File: config.mk
export PLATFORM = sky130hd
export DESIGN_NAME = mips_mc_control
export DESIGN_NICKNAME = d
export VERILOG_FILES = /design/src/rtl/mips_mc_pkg.sv /design/src/rtl/mips_mc_aludec.sv /design/src/rtl/mips_mc_control.sv
export SDC_FILE = /design/constraint.sdc
export NUM_CORES = 1
export LEC_CHECK = 0
export ABC_AREA = 1
export BUFFER_PORTS_ARGS = -buffer_cell sky130_fd_sc_hd__buf_2
export CORE_ASPECT_RATIO = 0.9
export CORE_MARGIN = 2
export CORE_UTILIZATION = 59
export CTS_CLUSTER_SIZE = 12
export DETAILED_ROUTE_END_ITERATION = 8
export PLACE_DENSITY_LB_ADDON = 0.08
export SKIP_CTS_REPAIR_TIMING = 1
export SLEW_MARGIN = 30
export SYNTH_ARGS = -nofsm -noshare
export SYNTH_HDL_FRONTEND = slang
export SYNTH_HIERARCHICAL = 1
export SYNTH_SLANG_ARGS = --single-unit
File: constraint.sdc
create_clock -name clk -period 4.6 [get_ports clk]
set_input_delay 0.46 -clock clk [delete_from_list [all_inputs] [get_ports clk]]
set_output_delay 0.46 -clock clk [all_outputs]
set_load 0.01 [all_outputs]
File: src/rtl/mips_mc_pkg.sv
// Shared types and encodings for the multicycle MIPS control unit.
package mips_mc_pkg;

    // Controller states; S_SPARE is never entered and recovers to FETCH.
    typedef enum logic [3:0] {
        S_FETCH   = 4'd0,
        S_DECODE  = 4'd1,
        S_MEMADR  = 4'd2,
        S_MEMRD   = 4'd3,
        S_MEMWB   = 4'd4,
        S_MEMWR   = 4'd5,
        S_RTYPEEX = 4'd6,
        S_RTYPEWB = 4'd7,
        S_BEQEX   = 4'd8,
        S_BNEEX   = 4'd9,
        S_IMMEX   = 4'd10,
        S_IMMWB   = 4'd11,
        S_JEX     = 4'd12,
        S_JALEX   = 4'd13,
        S_SPARE   = 4'd14
    } state_t;

    // How the ALU decoder should interpret the current state.
    typedef enum logic [2:0] {
        CLS_NONE  = 3'd0,
        CLS_ADD   = 3'd1,
        CLS_SUB   = 3'd2,
        CLS_RTYPE = 3'd3,
        CLS_IMM   = 3'd4
    } alu_cls_t;

    // Opcodes (instr[31:26])
    localparam logic [5:0] OP_RTYPE = 6'b000000;
    localparam logic [5:0] OP_J     = 6'b000010;
    localparam logic [5:0] OP_JAL   = 6'b000011;
    localparam logic [5:0] OP_BEQ   = 6'b000100;
    localparam logic [5:0] OP_BNE   = 6'b000101;
    localparam logic [5:0] OP_ADDI  = 6'b001000;
    localparam logic [5:0] OP_SLTI  = 6'b001010;
    localparam logic [5:0] OP_ANDI  = 6'b001100;
    localparam logic [5:0] OP_ORI   = 6'b001101;
    localparam logic [5:0] OP_LW    = 6'b100011;
    localparam logic [5:0] OP_SW    = 6'b101011;

    // R-type functs (instr[5:0])
    localparam logic [5:0] FN_ADD = 6'b100000;
    localparam logic [5:0] FN_SUB = 6'b100010;
    localparam logic [5:0] FN_AND = 6'b100100;
    localparam logic [5:0] FN_OR  = 6'b100101;
    localparam logic [5:0] FN_SLT = 6'b101010;

    // ALU operation codes
    localparam logic [2:0] ALU_AND = 3'b000;
    localparam logic [2:0] ALU_OR  = 3'b001;
    localparam logic [2:0] ALU_ADD = 3'b010;
    localparam logic [2:0] ALU_SUB = 3'b110;
    localparam logic [2:0] ALU_SLT = 3'b111;

    // Datapath mux select encodings
    localparam logic [1:0] WD_ALUOUT = 2'b00;
    localparam logic [1:0] WD_DATA   = 2'b01;
    localparam logic [1:0] WD_PC     = 2'b10;
    localparam logic [1:0] RD_RT     = 2'b00;
    localparam logic [1:0] RD_RD     = 2'b01;
    localparam logic [1:0] RD_RA     = 2'b10;
    localparam logic [1:0] SRCB_B     = 2'b00;
    localparam logic [1:0] SRCB_FOUR  = 2'b01;
    localparam logic [1:0] SRCB_IMM   = 2'b10;
    localparam logic [1:0] SRCB_IMMSH = 2'b11;
    localparam logic [1:0] PC_ALURES = 2'b00;
    localparam logic [1:0] PC_ALUOUT = 2'b01;
    localparam logic [1:0] PC_JUMP   = 2'b10;

    // States whose exit to FETCH completes an instruction.
    function automatic logic is_retire_state(input state_t s);
        case (s)
            S_MEMWB, S_MEMWR, S_RTYPEWB, S_BEQEX, S_BNEEX,
            S_IMMWB, S_JEX, S_JALEX: return 1'b1;
            default:                 return 1'b0;
        endcase
    endfunction

endpackage

File: src/rtl/mips_mc_aludec.sv
// ALU decoder: maps the state class plus op/funct to the ALU operation,
// immediate extension mode and an unsupported-funct flag.
module mips_mc_aludec
    import mips_mc_pkg::*;
(
    input  alu_cls_t   cls,
    input  logic [5:0] op,
    input  logic [5:0] funct,
    output logic [2:0] alucontrol,
    output logic       immext,
    output logic       funct_illegal
);

    // Per-class operation select; idle classes fall to AND (all zero).
    always_comb begin
        alucontrol    = ALU_AND;
        immext        = 1'b0;
        funct_illegal = 1'b0;
        case (cls)
            CLS_ADD: alucontrol = ALU_ADD;
            CLS_SUB: alucontrol = ALU_SUB;
            CLS_RTYPE: begin
                case (funct)
                    FN_ADD:  alucontrol = ALU_ADD;
                    FN_SUB:  alucontrol = ALU_SUB;
                    FN_AND:  alucontrol = ALU_AND;
                    FN_OR:   alucontrol = ALU_OR;
                    FN_SLT:  alucontrol = ALU_SLT;
                    default: funct_illegal = 1'b1;
                endcase
            end
            CLS_IMM: begin
                case (op)
                    OP_SLTI: alucontrol = ALU_SLT;
                    OP_ANDI: begin alucontrol = ALU_AND; immext = 1'b1; end
                    OP_ORI:  begin alucontrol = ALU_OR;  immext = 1'b1; end
                    default: alucontrol = ALU_ADD;
                endcase
            end
            default: ;
        endcase
    end

endmodule

File: src/rtl/mips_mc_control.sv
// Multicycle MIPS control FSM with memory wait states and a retired
// instruction counter. Outputs are a Moore decode of the state, qualified
// only by ready (FETCH) and zero (branches).
module mips_mc_control
    import mips_mc_pkg::*;
#(
    parameter bit MEM_WAIT_EN = 1'b1,
    parameter int CNT_W       = 32
) (
    input  logic             clk,
    input  logic             reset,
    input  logic [5:0]       op,
    input  logic [5:0]       funct,
    input  logic             zero,
    input  logic             mem_ready,
    output logic             pcen,
    output logic             memread,
    output logic             memwrite,
    output logic             irwrite,
    output logic             regwrite,
    output logic             alusrca,
    output logic             iord,
    output logic [1:0]       memtoreg,
    output logic [1:0]       regdst,
    output logic [1:0]       alusrcb,
    output logic [1:0]       pcsrc,
    output logic             immext,
    output logic [2:0]       alucontrol,
    output logic [CNT_W-1:0] instret,
    output logic             illegal
);

    state_t   state, state_nxt;
    alu_cls_t cls;
    logic     ready;
    logic     pcwrite, branch, branchne;
    logic     op_illegal, funct_illegal;
    logic     retire;

    assign ready = MEM_WAIT_EN ? mem_ready : 1'b1;

    // State register; reset abandons any access in flight.
    always_ff @(posedge clk or posedge reset) begin
        if (reset) state <= S_FETCH;
        else       state <= state_nxt;
    end

    // ALU class depends on state only, kept apart so the decoder's
    // funct_illegal can feed next-state without a combinational loop.
    always_comb begin
        cls = CLS_NONE;
        case (state)
            S_FETCH, S_DECODE, S_MEMADR: cls = CLS_ADD;
            S_BEQEX, S_BNEEX:            cls = CLS_SUB;
            S_RTYPEEX:                   cls = CLS_RTYPE;
            S_IMMEX, S_IMMWB:            cls = CLS_IMM;
            default:                     cls = CLS_NONE;
        endcase
    end

    mips_mc_aludec u_aludec (
        .cls           (cls),
        .op            (op),
        .funct         (funct),
        .alucontrol    (alucontrol),
        .immext        (immext),
        .funct_illegal (funct_illegal)
    );

    // Next-state and Moore output decode.
    always_comb begin
        state_nxt  = state;
        memread    = 1'b0;
        memwrite   = 1'b0;
        irwrite    = 1'b0;
        regwrite   = 1'b0;
        alusrca    = 1'b0;
        iord       = 1'b0;
        memtoreg   = WD_ALUOUT;
        regdst     = RD_RT;
        alusrcb    = SRCB_B;
        pcsrc      = PC_ALURES;
        pcwrite    = 1'b0;
        branch     = 1'b0;
        branchne   = 1'b0;
        op_illegal = 1'b0;
        case (state)
            S_FETCH: begin
                memread = 1'b1;
                alusrcb = SRCB_FOUR;
                irwrite = ready;
                pcwrite = ready;
                if (ready) state_nxt = S_DECODE;
            end
            S_DECODE: begin
                alusrcb = SRCB_IMMSH;
                case (op)
                    OP_LW, OP_SW:                      state_nxt = S_MEMADR;
                    OP_RTYPE:                          state_nxt = S_RTYPEEX;
                    OP_BEQ:                            state_nxt = S_BEQEX;
                    OP_BNE:                            state_nxt = S_BNEEX;
                    OP_ADDI, OP_SLTI, OP_ANDI, OP_ORI: state_nxt = S_IMMEX;
                    OP_J:                              state_nxt = S_JEX;
                    OP_JAL:                            state_nxt = S_JALEX;
                    default: begin
                        op_illegal = 1'b1;
                        state_nxt  = S_FETCH;
                    end
                endcase
            end
            S_MEMADR: begin
                alusrca   = 1'b1;
                alusrcb   = SRCB_IMM;
                state_nxt = (op == OP_SW) ? S_MEMWR : S_MEMRD;
            end
            S_MEMRD: begin
                memread = 1'b1;
                iord    = 1'b1;
                if (ready) state_nxt = S_MEMWB;
            end
            S_MEMWB: begin
                regwrite  = 1'b1;
                memtoreg  = WD_DATA;
                state_nxt = S_FETCH;
            end
            S_MEMWR: begin
                memwrite = 1'b1;
                iord     = 1'b1;
                if (ready) state_nxt = S_FETCH;
            end
            S_RTYPEEX: begin
                alusrca   = 1'b1;
                state_nxt = funct_illegal ? S_FETCH : S_RTYPEWB;
            end
            S_RTYPEWB: begin
                regwrite  = 1'b1;
                regdst    = RD_RD;
                state_nxt = S_FETCH;
            end
            S_BEQEX: begin
                alusrca   = 1'b1;
                pcsrc     = PC_ALUOUT;
                branch    = 1'b1;
                state_nxt = S_FETCH;
            end
            S_BNEEX: begin
                alusrca   = 1'b1;
                pcsrc     = PC_ALUOUT;
                branchne  = 1'b1;
                state_nxt = S_FETCH;
            end
            S_IMMEX: begin
                alusrca   = 1'b1;
                alusrcb   = SRCB_IMM;
                state_nxt = S_IMMWB;
            end
            S_IMMWB: begin
                regwrite  = 1'b1;
                state_nxt = S_FETCH;
            end
            S_JEX: begin
                pcsrc     = PC_JUMP;
                pcwrite   = 1'b1;
                state_nxt = S_FETCH;
            end
            S_JALEX: begin
                pcsrc     = PC_JUMP;
                pcwrite   = 1'b1;
                regwrite  = 1'b1;
                regdst    = RD_RA;
                memtoreg  = WD_PC;
                state_nxt = S_FETCH;
            end
            default: state_nxt = S_FETCH;
        endcase
    end

    // funct_illegal is only ever raised in RTYPEEX (the only CLS_RTYPE state).
    assign illegal = op_illegal | funct_illegal;
    assign pcen    = pcwrite | (branch & zero) | (branchne & ~zero);
    assign retire  = (state_nxt == S_FETCH) && is_retire_state(state);

    // Retired-instruction counter, wraps naturally.
    always_ff @(posedge clk or posedge reset) begin
        if (reset)       instret <= '0;
        else if (retire) instret <= instret + CNT_W'(1);
    end

endmodule

; ---- Word level (Yosys, flattened, before mapping)
; Memory sizes are Yosys's and may differ from the RTL's.
; Index checks and enable logic that the tools add are counted.
[classes]
addsub = 1
n_eq_ne = 32
n_mux = 29
bitwise_logic = 6
n_reduce_logical = 16
[ops]
columns = op, n
row1 = $pmux 4 s7, 2
row2 = $eq 6x6->1 const B, 7
row3 = $add 32x1->32 const B, 1
row4 = $eq 4x4->1 const B, 6
row5 = $eq 6x4->1 const B, 4
row6 = $pmux 3 s4, 2
row7 = $eq 4x3->1 const B, 4
row8 = $mux 1, 14
row9 = $reduce_or 2->1, 7
row10 = $eq 6x2->1 const B, 2
row11 = $eq 6x3->1 const B, 2
row12 = $mux 4, 3
row13 = $pmux 2 s2, 3
row14 = $reduce_or 11->1, 1
row15 = $reduce_or 5->1, 2
row16 = $pmux 3 s3, 1
row17 = $eq 4x2->1 const B, 2
row18 = $logic_not 4->1, 2
row19 = $reduce_or 4->1, 2
row20 = $eq 3x2->1 const B, 2
row21 = $logic_not 6->1, 1
row22 = $mux 3, 2
row23 = $pmux 2 s3, 1
row24 = $eq 4x1->1 const B, 1
row25 = other kinds (7), 10
[word_totals]
register_bits = 36
romBits = 64
input_bits = 16
output_inout_bits = 52
n_memories = 2
[memory_table]
columns = memory, words, word_bits, read_ports, rd_clocked_by_memory_dff, write_ports, line
row1 = (no name shown), 16, 3, 1, 0, 0, mips_mc_control.sv:52  ; case (state)
row2 = (no name shown), 16, 1, 1, 0, 0, mips_mc_pkg.sv:76  ; case (s)

; ---- Logic depth before layout (Yosys ltp)
; Gate-level depths: netlist of run 1.
[depth]
ltp_word = 8
depth_mapped = 22
ltp_nobuf = 21

; ---- Modules after synthesis
; Netlist of run 1, hierarchy kept.
[modules_own_cells]
columns = module, n_inst, cells_per_inst, area_each_um2, seq_area_each_um2
row1 = mips_mc_control, 1, 407, 2606.2, 900.9
row2 = mips_mc_aludec, 1, 51, 239.0, 0.0

; ---- Worst setup path before layout of run 1
; OpenSTA, ideal clock, no wires.
[synth_path]
path_kind = register to register
from = reg state[3]
to = reg instret[29]
arrival_time_ns = 2.459
setup_slack_ns = 2.024
path_stages_with_launch = 23
period_less_slack_ns = 2.576
cell_sequence = dfrtp_1 inv_2 nor2_1 inv_1 nor2_1 inv_1 nand2_1 nand2_1 nor2_4 nand3_1 nor2_1 inv_1 nand3_1 nand2_1 nor2_2 nand2_2 nor2_4 nand3_4 nor2_8 buf_6 nand2_1 nand2_1 nand2_1
[synth_between]
elab_chain_len = 7
word_cells_on_any_way = 18
classes_between = eq/ne: 7 / mux: 6 / reduce/logical: 3 / memory: 2
[synth_lines]
columns = item, line
row1 = from (decl), mips_mc_control.sv:33  ; state_t state, state_nxt;
row2 = from (signal assigned), mips_mc_control.sv:45  ; else state <= state_nxt;
row3 = $mem_v2 16x3, -
row4 = via cls[1], mips_mc_control.sv:34  ; alu_cls_t cls;
row5 = $eq 3x2->1, mips_mc_aludec.sv:19  ; case (cls)
row6 = $mux 1, mips_mc_aludec.sv:19
row7 = via funct_illegal, mips_mc_control.sv:37  ; logic op_illegal, funct_illegal;
row8 = $mux 3, mips_mc_control.sv:133  ; state_nxt = funct_illegal ? S_FETCH : S_RTYPEWB;
row9 = $pmux 4 s7, mips_mc_control.sv:87  ; case (state)
row10 = $logic_not 4->1, mips_mc_control.sv:181  ; assign retire = (state_nxt == S_FETCH) && is_retire_state(state);
row11 = $logic_and 1x1->1, mips_mc_control.sv:181
row12 = to (signal assigned), mips_mc_control.sv:186  ; else if (retire) instret <= instret + CNT_W'(1);
row13 = to (decl), mips_mc_control.sv:29  ; output logic [CNT_W-1:0] instret,
; The timed path passes the listed nets, and every way through them passes these cells.
; A chain may end at the register's enable or synchronous reset.

; ---- Worst setup path in the final report of run 1
[layout_path]
from = reg state[3]
to = reg instret[2]
; Same word-level chain as after synthesis.

==> results of run 1 <==
==> stage by stage <==
step	cell area, um^2	utilization, %	hold WS [ps]	instances	power, uW
after floorplan	2850	-	521	458	878
after global placement	3180	70.0	477	580	900
after detailed placement	3180	70.0	487	580	911
after CTS	3270	72.0	282	588	1140
after global routing	3270	72.0	315	588	1220
final	3270	72.0	257	588	1140
==> layout make-up <==
class / count / area [um^2] / share of cell area (%)
Clock buffer: 8 / 90.1 / 2.75
Multi-Input combinational cell: 336 / 1570 / 47.9
Sequential cell: 36 / 901 / 27.5
Timing Repair Buffer: 68 / 343 / 10.5
Inverter: 78 / 293 / 8.94
Tap cell: 62 / 77.6 / 2.37
==> how the worst max path moves through the flow <==
stage / start / end / slack, ps / cells past startpoint
2_1_floorplan: state[3]$_DFF_PP0_ / instret[29]$_DFFE_PP0P_ / 2020 / 22
3_3_place_gp: state[3]$_DFF_PP0_ / instret[0]$_DFFE_PP0P_ / 1520 / 21
3_5_place_dp: state[3]$_DFF_PP0_ / instret[2]$_DFFE_PP0P_ / 1360 / 21
4_1_cts: state[3]$_DFF_PP0_ / instret[2]$_DFFE_PP0P_ / 1340 / 21
5_1_grt: state[3]$_DFF_PP0_ / instret[2]$_DFFE_PP0P_ / 880 / 21
6_report: state[3]$_DFF_PP0_ / instret[2]$_DFFE_PP0P_ / 1320 / 21
==> cell usage after synthesis (2+ instances only) <==
cell type	n
buf_4	2
buf_6	6
dfrtp_1	36
inv_1	72
inv_2	6
nand2_1	161
nand2_2	4
nand3_1	62
nand3_4	2
nand4_1	12
nor2_1	50
nor2_2	9
nor2_4	4
nor3_1	12
nor3_2	2
nor4_1	2
o21ai_0	2
o31ai_1	3
xor2_1	2
==> flip-flops by register name (all words and copies together), names as in the netlist <==
signal	count
state	4
instret	32
==> logic make-up (layout without fill, tap and decap cells) <==
family                   after synthesis  in the layout
AND/OR/NAND/NOR                      323            323
buffers and inverters                 86            154
flip-flops                            36             36
AO/OA/AOI/OAI                         10             10
XOR/XNOR                               2              2
adder cells (fa/ha/maj)                1              1
==> power by group through the flow <==
stage	Combinational, uW	Sequential (uW)	Clock [uW]
3_5_place_dp	529	382	0
3_3_place_gp	519	381	0
4_1_cts	530	377	237
2_1_floorplan	501	377	0
6_report	530	377	235
5_1_grt	587	382	251
==> routing by layer <==
layer | share of wire, % | global-route usage (%) | vias up | wire (um)
met5 | 0 | 0 | - | 0
met4 | 0.71 | 4.56 | 0 | 47
met3 | 6.0 | 4.26 | 9 | 402
met2 | 43 | 39.0 | 87 | 2840
met1 | 50 | 40.7 | 1348 | 3350
li1 | - | - | 1563 | -
==> critical path, stage by stage (launching register included) <==
cell and delay (ps):
dfrtp_1 420, inv_2 90, nor2_1 180, inv_1 100
nor2_1 120, inv_1 70, nand2_1 100, nand2_1 120
nor2_4 130, nand3_1 90, nor2_1 110, inv_1 70
nand3_1 130, nand2_1 90, nor2_2 90, nand2_2 70
nor2_4 130, nand3_4 100, nor2_8 560, nand2_1 230
nand2_1 120, nand2_1 50
==> run_results.csv, run 1 <==
group,metric,value,unit
die,start_util,62.6,%
critical_path,required,4780,ps
finish,layout.nets,542,
routing,firstDrtPassIters,5,
clocking,cts_max_level,2,
global_route,antenna_found_initial,0,
global_route,grt_pass1_vias,2643,
finish,area_delta_synth_final,15.0,%
global_route,grt_pass1_wl,11.8,mm
timing,final.setup.tns,0,ps
die,die_x,77.2,um
yosys,synthesis.nets,475,
yosys,synth-xor-area-share,0.616,%
clocking,cts_tree,"built",
timing,drv_slew,0,
timing,max_slew_margin,54.1,%
yosys,yosysTopAreaCell,"dfrtp_1",
global_route,grt_max_degree,62,
timing,fmax,304,MHz
yosys,ys_seq_area_share,31.7,%
routing,drt_iter0_drc,214,
timing,tightest_slew,689,ps
min_path,min_path_type,"input port to asynchronous set/reset pin",
placed_design,hpwl,5.04,mm
critical_path,reg2regPathDepth,21,
die,rows,23,
yosys,synth_top_family_by_area,"simple AND/OR/NAND/NOR gates",
die,die_y,69.9,um
global_route,grt_remaining_overflow,0,
power_and_ir_drop,powerDensity,349,mW/mm^2
routing,routed_wl,6.65,mm
power_and_ir_drop,sw_frac_of_total,45.7,%
die,core,0.00455,mm^2
power_and_ir_drop,power_frac_comb,46.4,%
finish,layout_common_cells,"nand2_1, inv_1, buf_2",
die,dieArea,0.00539,mm^2
die,ios,68,
placed_design,gp_congestion,0.900,
yosys,avgSynthCellArea,6.21,um^2
timing,period_needed,3280,ps
critical_path,cp-end-kind,"flip-flop",
critical_path,critPathKind,"flip-flop to flip-flop",
clocking,clock-root-buffer,"clkbuf_8",
critical_path,rrSetupSlack,1320,ps
placed_design,pre_cts_slack,1360,ps
flow_run,drv_cap,0,
yosys,synth_area_leaders,"dfrtp_1, nand2_1, nand3_1, inv_1, nor2_1",
critical_path,worstPathArrival,3470,ps
power_and_ir_drop,power.leakage,0.00180,uW
yosys,synth_cell_types,28,
power_and_ir_drop,ir_drop,0.487,mV
yosys,synth.cell_area,0.00285,mm^2
routing,avgRoutedWirePerCell,11.3,um
routing,postRouteAntennaNets,0,
critical_path,crit_fanout,61,
yosys,ys_ff_latch,36,
timing,clock_skew,2.77,ps
timing,setup_violations,0,
clocking,path_clk_slew,70,ps
power_and_ir_drop,p_int,620,uW
finish,drive_gt1_share,20.0,%
timing,setup_ws,1320,ps
routing,drc,0,
critical_path,r2r_end,"instret[2]$_DFFE_PP0P_",
clocking,cts.sinks,36,
critical_path,r2r_start,"state[3]$_DFF_PP0_",
global_route,globalRouteTotalUtil,26.3,%
timing,finalHoldViolations,0,
yosys,synth_compound_area_share,2.33,%
finish,layout_commonest_cell,"nand2_1",
yosys,synthMuxAreaShare,0,%
power_and_ir_drop,power_switching,521,uW
yosys,yosys.area.top_type_share,31.7,%
finish,nFillCells,425,
yosys,netlist_instances,458,
placed_design,port_buffers,67,
clocking,cts_made_buffers,5,
routing,viasPerCell,5.11,
yosys,ys_warn_count,6,
finish,antennaDiodeCount,0,
yosys,synthFlopType,"dfrtp_1",
yosys,synth_simple_gate_area_share,51.8,%
status,outcome,"completed",
critical_path,worstSetupStartpointType,"flip-flop",
power_and_ir_drop,seqPwrFrac,33.0,%
power_and_ir_drop,p_clk_share,20.6,%
timing,rsz0062_at_grt,"false",
yosys,synthAdderAreaFrac,0.440,%
clocking,ctsLongestPathBuffers,2,
timing,min_period_over_period,71.4,%
clocking,worstSkewPairLatency,290,ps
routing,vias,3007,
yosys,async_flop_share,100,%
yosys,synth_edf_count,0,
No activity file was read; power rests on OpenSTA's default activity.
==> inputs of run 2 (changes only) <==
- CORE_UTILIZATION: 59 -> 54
- clock period: 4.6 -> 3.2 ns (I/O delays scaled with it)
==> run 2 against run 1 <==
Non-clock buffer count increased by 2. Sequential cell count is the same. Via count is 1.7% higher. Global-route usage decreased by 2.9 points. First-iteration DRC count shrank 17%. Total power increased by 57%. Critical path depth rose by 1. Register-to-register slack worse by 1000 ps. Final cell count up 1.2%. Worst hold slack lost 120 ps. Critical endpoint is now instret[1]$_DFFE_PP0P_.
==> run_results.csv, run 2 (synthesis gave the netlist of run 1 again) <==
group,metric,value,unit
status,outcome,"completed",
min_path,min_path_type,"input port to asynchronous set/reset pin",
timing,clock_skew,8.69,ps
finish,final_core_util,64.5,%
flow_run,drv_cap,0,
finish,area_delta_synth_final,16.9,%
critical_path,worstPathArrival,3080,ps
die,die_x,80.5,um
timing,fmax,344,MHz
timing,drv_slew,0,
power_and_ir_drop,p_clk_share,18.6,%
clocking,cts.sinks,36,
routing,firstDrtPassIters,5,
finish,design_area,0.00333,mm^2
global_route,grt_remaining_overflow,0,
timing,setup_violations,0,
power_and_ir_drop,seqPwrFrac,30.4,%
global_route,grt_pass1_wl,11.1,mm
timing,finalHoldViolations,0,
placed_design,dp.cells,586,
placed_design,hpwl,4.93,mm
global_route,grt_max_degree,62,
routing,drc,0,
finish,largestRegisters,"instret x32, state x4",
timing,max_slew_margin,68.4,%
critical_path,critPathKind,"flip-flop to flip-flop",
finish,finalNonFillerCells,595,
clocking,ctsLongestPathBuffers,2,
timing,rsz0062_at_grt,"false",
finish,layout_commonest_cell,"nand2_1",
clocking,path_clk_slew,80,ps
die,rows,25,
routing,viasPerCell,5.14,
die,core,0.00516,mm^2
power_and_ir_drop,sw_frac_of_total,44.6,%
timing,final.setup.tns,0,ps
routing,avgRoutedWirePerCell,11.2,um
placed_design,placed_cell_area,0.00321,mm^2
routing,routed_wl,6.66,mm
die,start_util,55.1,%
placed_design,gp_congestion,0.880,
clocking,cts_max_level,2,
routing,vias,3059,
clocking,worstSkewPairLatency,280,ps
global_route,antenna_found_initial,0,
finish,layout_common_cells,"nand2_1, inv_1, buf_2",
power_and_ir_drop,powerDensity,539,mW/mm^2
finish,drive_gt1_share,20.5,%
power_and_ir_drop,ir_drop,0.418,mV
finish,largest_reg_flops,32,
power_and_ir_drop,power_switching,800,uW
power_and_ir_drop,power_frac_comb,51.0,%
routing,postRouteAntennaNets,0,
routing,drt_iter0_drc,178,
critical_path,required,3370,ps
die,die_y,72.9,um
global_route,globalRouteTotalUtil,23.3,%
power_and_ir_drop,p_int,993,uW
die,ios,68,
critical_path,worstSetupStartpointType,"flip-flop",
clocking,cts_made_buffers,5,
finish,nFillCells,478,
timing,min_period_over_period,91.0,%
finish,antennaDiodeCount,0,
critical_path,cp-end-kind,"flip-flop",
die,dieArea,0.00587,mm^2
clocking,cts_tree,"built",
power_and_ir_drop,power.leakage,0.00182,uW
critical_path,crit_fanout,31,
placed_design,port_buffers,67,
finish,largest_register,"instret",
clocking,clock-root-buffer,"clkbuf_8",
global_route,grt_pass1_vias,2577,
finish,layout.nets,544,
timing,period_needed,2910,ps
timing,tightest_slew,470,ps
-- run 2: worst paths after layout --
check | cells past startpoint | startpoint | slack [ps] | end
max reg2reg | 22 | state[3]$_DFF_PP0_ | 290 | instret[1]$_DFFE_PP0P_
min reg2reg | 2 | instret[25]$_DFFE_PP0P_ | 510 | instret[25]$_DFFE_PP0P_
max in group asynchronous | 3 | reset | 2740 | instret[10]$_DFFE_PP0P_
min in group clk | 5 | mem_ready | 390 | state[2]$_DFF_PP0_
max | 22 | state[3]$_DFF_PP0_ | 290 | instret[1]$_DFFE_PP0P_
min | 3 | reset | 130 | instret[18]$_DFFE_PP0P_
-- run 2: metrics by stage --
stage | total power, uW | setup WS, ps | hold WS, ps
after floorplan | 1260 | 624 | 487
after global placement | 1350 | 389 | 451
after detailed placement | 1370 | 234 | 451
after CTS | 1700 | 207 | 148
after global routing | 1900 | 8.60 | 195
final | 1790 | 289 | 133
-- run 2: area by class of cell --
| type | count | area (um^2) | area share, % |
|---|---|---|---|
| multi-input cells | 336 | 1570 | 47.2 |
| flip-flops and latches | 36 | 901 | 27.1 |
| repair buffers | 70 | 388 | 11.7 |
| inverters | 78 | 293 | 8.80 |
| clock buffers | 8 | 90.1 | 2.71 |
| well taps | 67 | 83.8 | 2.52 |
-- run 2: power groups by stage --
stage	Clock, uW	Sequential (uW)	Combinational [uW]
6_report	333	545	915
5_1_grt	358	549	993
4_1_cts	340	543	816
3_5_place_dp	0	551	815
3_3_place_gp	0	549	803
2_1_floorplan	0	542	720
-- run 2: critical path, stage by stage (launching register included) --
cell and delay (ps):
dfrtp_1 450, inv_2 100, nor2_2 150, inv_1 90
nor2_1 120, inv_1 70, nand2_1 100, nand2_1 120
nor2_4 140, nand3_1 90, nor2_1 100, inv_1 70
nand3_1 130, nand2_1 80, nor2_2 90, nand2_2 70
nor2_4 130, nand3_4 90, nor2_8 150, buf_12 190
nand2_1 130, nand2_1 80, nand2_1 50
-- run 2: routing by layer --
| metal | part of all wire (%) | GRT usage (%) | vias to the layer above |
|---|---|---|---|
| li1 | - | - | 1568 |
| met1 | 51 | 36.0 | 1404 |
| met2 | 42 | 35.6 | 85 |
| met3 | 6.1 | 3.96 | 2 |
| met4 | 0.24 | 2.45 | 0 |
| met5 | 0 | 0 | - |
==> inputs of run 3 (changes only) <==
- ABC_AREA: 1 -> default
- CORE_UTILIZATION: 54 -> 52
==> run 3 against run 2 <==
Fmax down 1.4%. Critical path depth down 11. Non-clock buffer count up 4. Design area down 14%. Count of clock-buffer cells in the layout down 2. Synthesized cell count down 43%. Setup slack worse by 40 ps. Highest routed layer unchanged.
==> run_results.csv, run 3 <==
group,metric,value,unit
status,outcome,"completed",
yosys,avgSynthCellArea,9.17,um^2
timing,max_slew_margin,58.4,%
yosys,ys_seq_area_share,37.6,%
yosys,yosys.area.top_type_share,37.6,%
timing,drv_slew,0,
timing,tightest_slew,608,ps
yosys,yosysTopAreaCell,"dfrtp_1",
yosys,synthFlopType,"dfrtp_1",
yosys,async_flop_share,100,%
finish,antennaDiodeCount,0,
routing,vias,2127,
clocking,clock-root-buffer,"clkbuf_8",
die,die_y,68.4,um
placed_design,gp_congestion,0.872,
timing,fmax,339,MHz
die,dieArea,0.00516,mm^2
yosys,synth_most_common_cell,"dfrtp_1",
finish,largestRegisters,"instret x32, state x4",
timing,setup_violations,0,
clocking,cts.sinks,36,
critical_path,required,3370,ps
timing,rsz0062_at_grt,"false",
routing,postRouteAntennaNets,0,
timing,period_needed,2950,ps
power_and_ir_drop,powerDensity,520,mW/mm^2
yosys,synth_area_leaders,"dfrtp_1, xnor2_1, nor2_1, xor2_1, nand2_1",
routing,top_layer_used,"met4",
critical_path,worstPathArrival,3120,ps
min_path,min_path_type,"input port to asynchronous set/reset pin",
finish,layout.nets,347,
routing,avgRoutedWirePerCell,13.5,um
timing,min_period_over_period,92.2,%
power_and_ir_drop,power_frac_comb,42.1,%
global_route,grt_pass1_vias,1881,
power_and_ir_drop,p_clk_share,19.9,%
routing,viasPerCell,5.43,
routing,drt_iter0_drc,97,
yosys,synth_edf_count,0,
routing,drc,0,
critical_path,crit_fanout,11,
routing,wl_met1,2.72,mm
global_route,grt_remaining_overflow,0,
timing,finalHoldViolations,0,
clocking,cts_max_level,2,
global_route,grt_max_degree,37,
critical_path,critPathKind,"flip-flop to flip-flop",
power_and_ir_drop,seqPwrFrac,38.0,%
yosys,ys_warn_count,6,
die,core,0.00443,mm^2
finish,layout_commonest_cell,"buf_2",
clocking,worstSkewPairLatency,280,ps
yosys,synth.cell_area,0.00239,mm^2
die,rows,23,
routing,firstDrtPassIters,4,
die,die_x,75.5,um
finish,layout_common_cells,"buf_2, dfrtp_1, nor2_1",
routing,routed_wl,5.30,mm
critical_path,worstSetupStartpointType,"flip-flop",
global_route,grt_pass1_wl,8.54,mm
timing,whs,128,ps
finish,nFillCells,434,
yosys,ys_ff_latch,36,
global_route,antenna_found_initial,0,
placed_design,port_buffers,67,
yosys,synthesis.nets,278,
die,ios,68,
critical_path,cp-end-kind,"flip-flop",
finish,largest_reg_flops,32,
power_and_ir_drop,power.leakage,0.00140,uW
flow_run,drv_cap,0,
power_and_ir_drop,sw_frac_of_total,38.6,%
clocking,cts_tree,"built",
yosys,synth_common_cells,"dfrtp_1, nor2_1, xnor2_1",
clocking,cts_made_buffers,5,
yosys,netlist_instances,261,
finish,largest_register,"instret",
yosys,synth_cell_types,64,
finish,drive_gt1_share,31.2,%
clocking,path_clk_slew,70,ps
clocking,ctsLongestPathBuffers,2,
power_and_ir_drop,p_int,915,uW
routing,wl_met3,236,um
die,start_util,54.0,%
finish,area_delta_synth_final,19.9,%
global_route,globalRouteTotalUtil,21.7,%
timing,clock_skew,4.66,ps
routing,wl_met2,2.30,mm
power_and_ir_drop,power_switching,576,uW
power_and_ir_drop,ir_drop,0.341,mV
placed_design,hpwl,4.02,mm
timing,final.setup.tns,0,ps
[run 3: power groups by stage]
stage	registers (uW)	clock network (uW)	logic, uW
global placement	571	0	619
CTS	564	306	627
detailed placement	572	0	626
finish	566	297	628
global route	574	331	694
floorplan	563	0	446
[run 3: worst max-delay path, cell delays in order, from the launching register on]
cell      delay (ps)
dfrtp_2          470
or2b_2           360
o22ai_1          250
nor2b_1          210
nand2_1          100
nor2_1           260
nor3b_2          110
a31oi_4          160
o221ai_2         150
a31o_1           240
or3_4            390
xnor2_2          140
[run 3: cell type report]
| cell class | instances | area [um^2] | area share [%] |
|---|---|---|---|
| inverters | 7 | 26.3 | 0.916 |
| clock buffers | 6 | 72.6 | 2.53 |
| repair buffers | 74 | 388 | 13.5 |
| well taps | 62 | 77.6 | 2.70 |
| clock inverters | 1 | 5.00 | 0.174 |
| multi-input cells | 206 | 1400 | 48.7 |
| flip-flops and latches | 36 | 902 | 31.4 |
[run 3: cells by family after synthesis]
logic type	Yosys count	synth area share (%)
flops	36	37.6
xor+xnor	33	12.4
compound gates	38	12.4
simple gates	131	31.1
mux	3	1.83
fa+ha+maj	1	0.523
buf+inv	19	4.18
[run 3: final timing paths]
path / slack (ps) / from / cells after the start / endpoint
max: 250 / state[1]$_DFF_PP0_ / 11 / instret[5]$_DFFE_PP0P_
min: 130 / reset / 3 / instret[30]$_DFFE_PP0P_
max reg2reg: 250 / state[1]$_DFF_PP0_ / 11 / instret[5]$_DFFE_PP0P_
min reg2reg: 470 / instret[31]$_DFFE_PP0P_ / 1 / instret[31]$_DFFE_PP0P_
max in group asynchronous: 2740 / reset / 3 / state[1]$_DFF_PP0_
min in group clk: 370 / op[4] / 4 / state[1]$_DFF_PP0_
[run 3: routing by layer]
layer | up-vias | GRT usage (%)
met2 | 47 | 32.6
met3 | 8 | 4.57
li1 | 1058 | -
met5 | - | 0
met1 | 1014 | 31.7
met4 | 0 | 5.92
[run 3: metrics by stage]
| stage | instances | setup slack [ps] | power [uW] | utilization [%] | cell area (um^2) |
|---|---|---|---|---|---|
| 4_1_cts | 392 | 187 | 1500 | 64.6 | 2860 |
| 6_report | 392 | 249 | 1490 | 64.7 | 2870 |
| 3_3_place_gp | 385 | 326 | 1190 | 62.8 | 2790 |
| 3_5_place_dp | 385 | 199 | 1200 | 62.8 | 2790 |
| 2_1_floorplan | 261 | 417 | 1010 | - | 2390 |
| 5_1_grt | 392 | 54.1 | 1600 | 64.7 | 2870 |
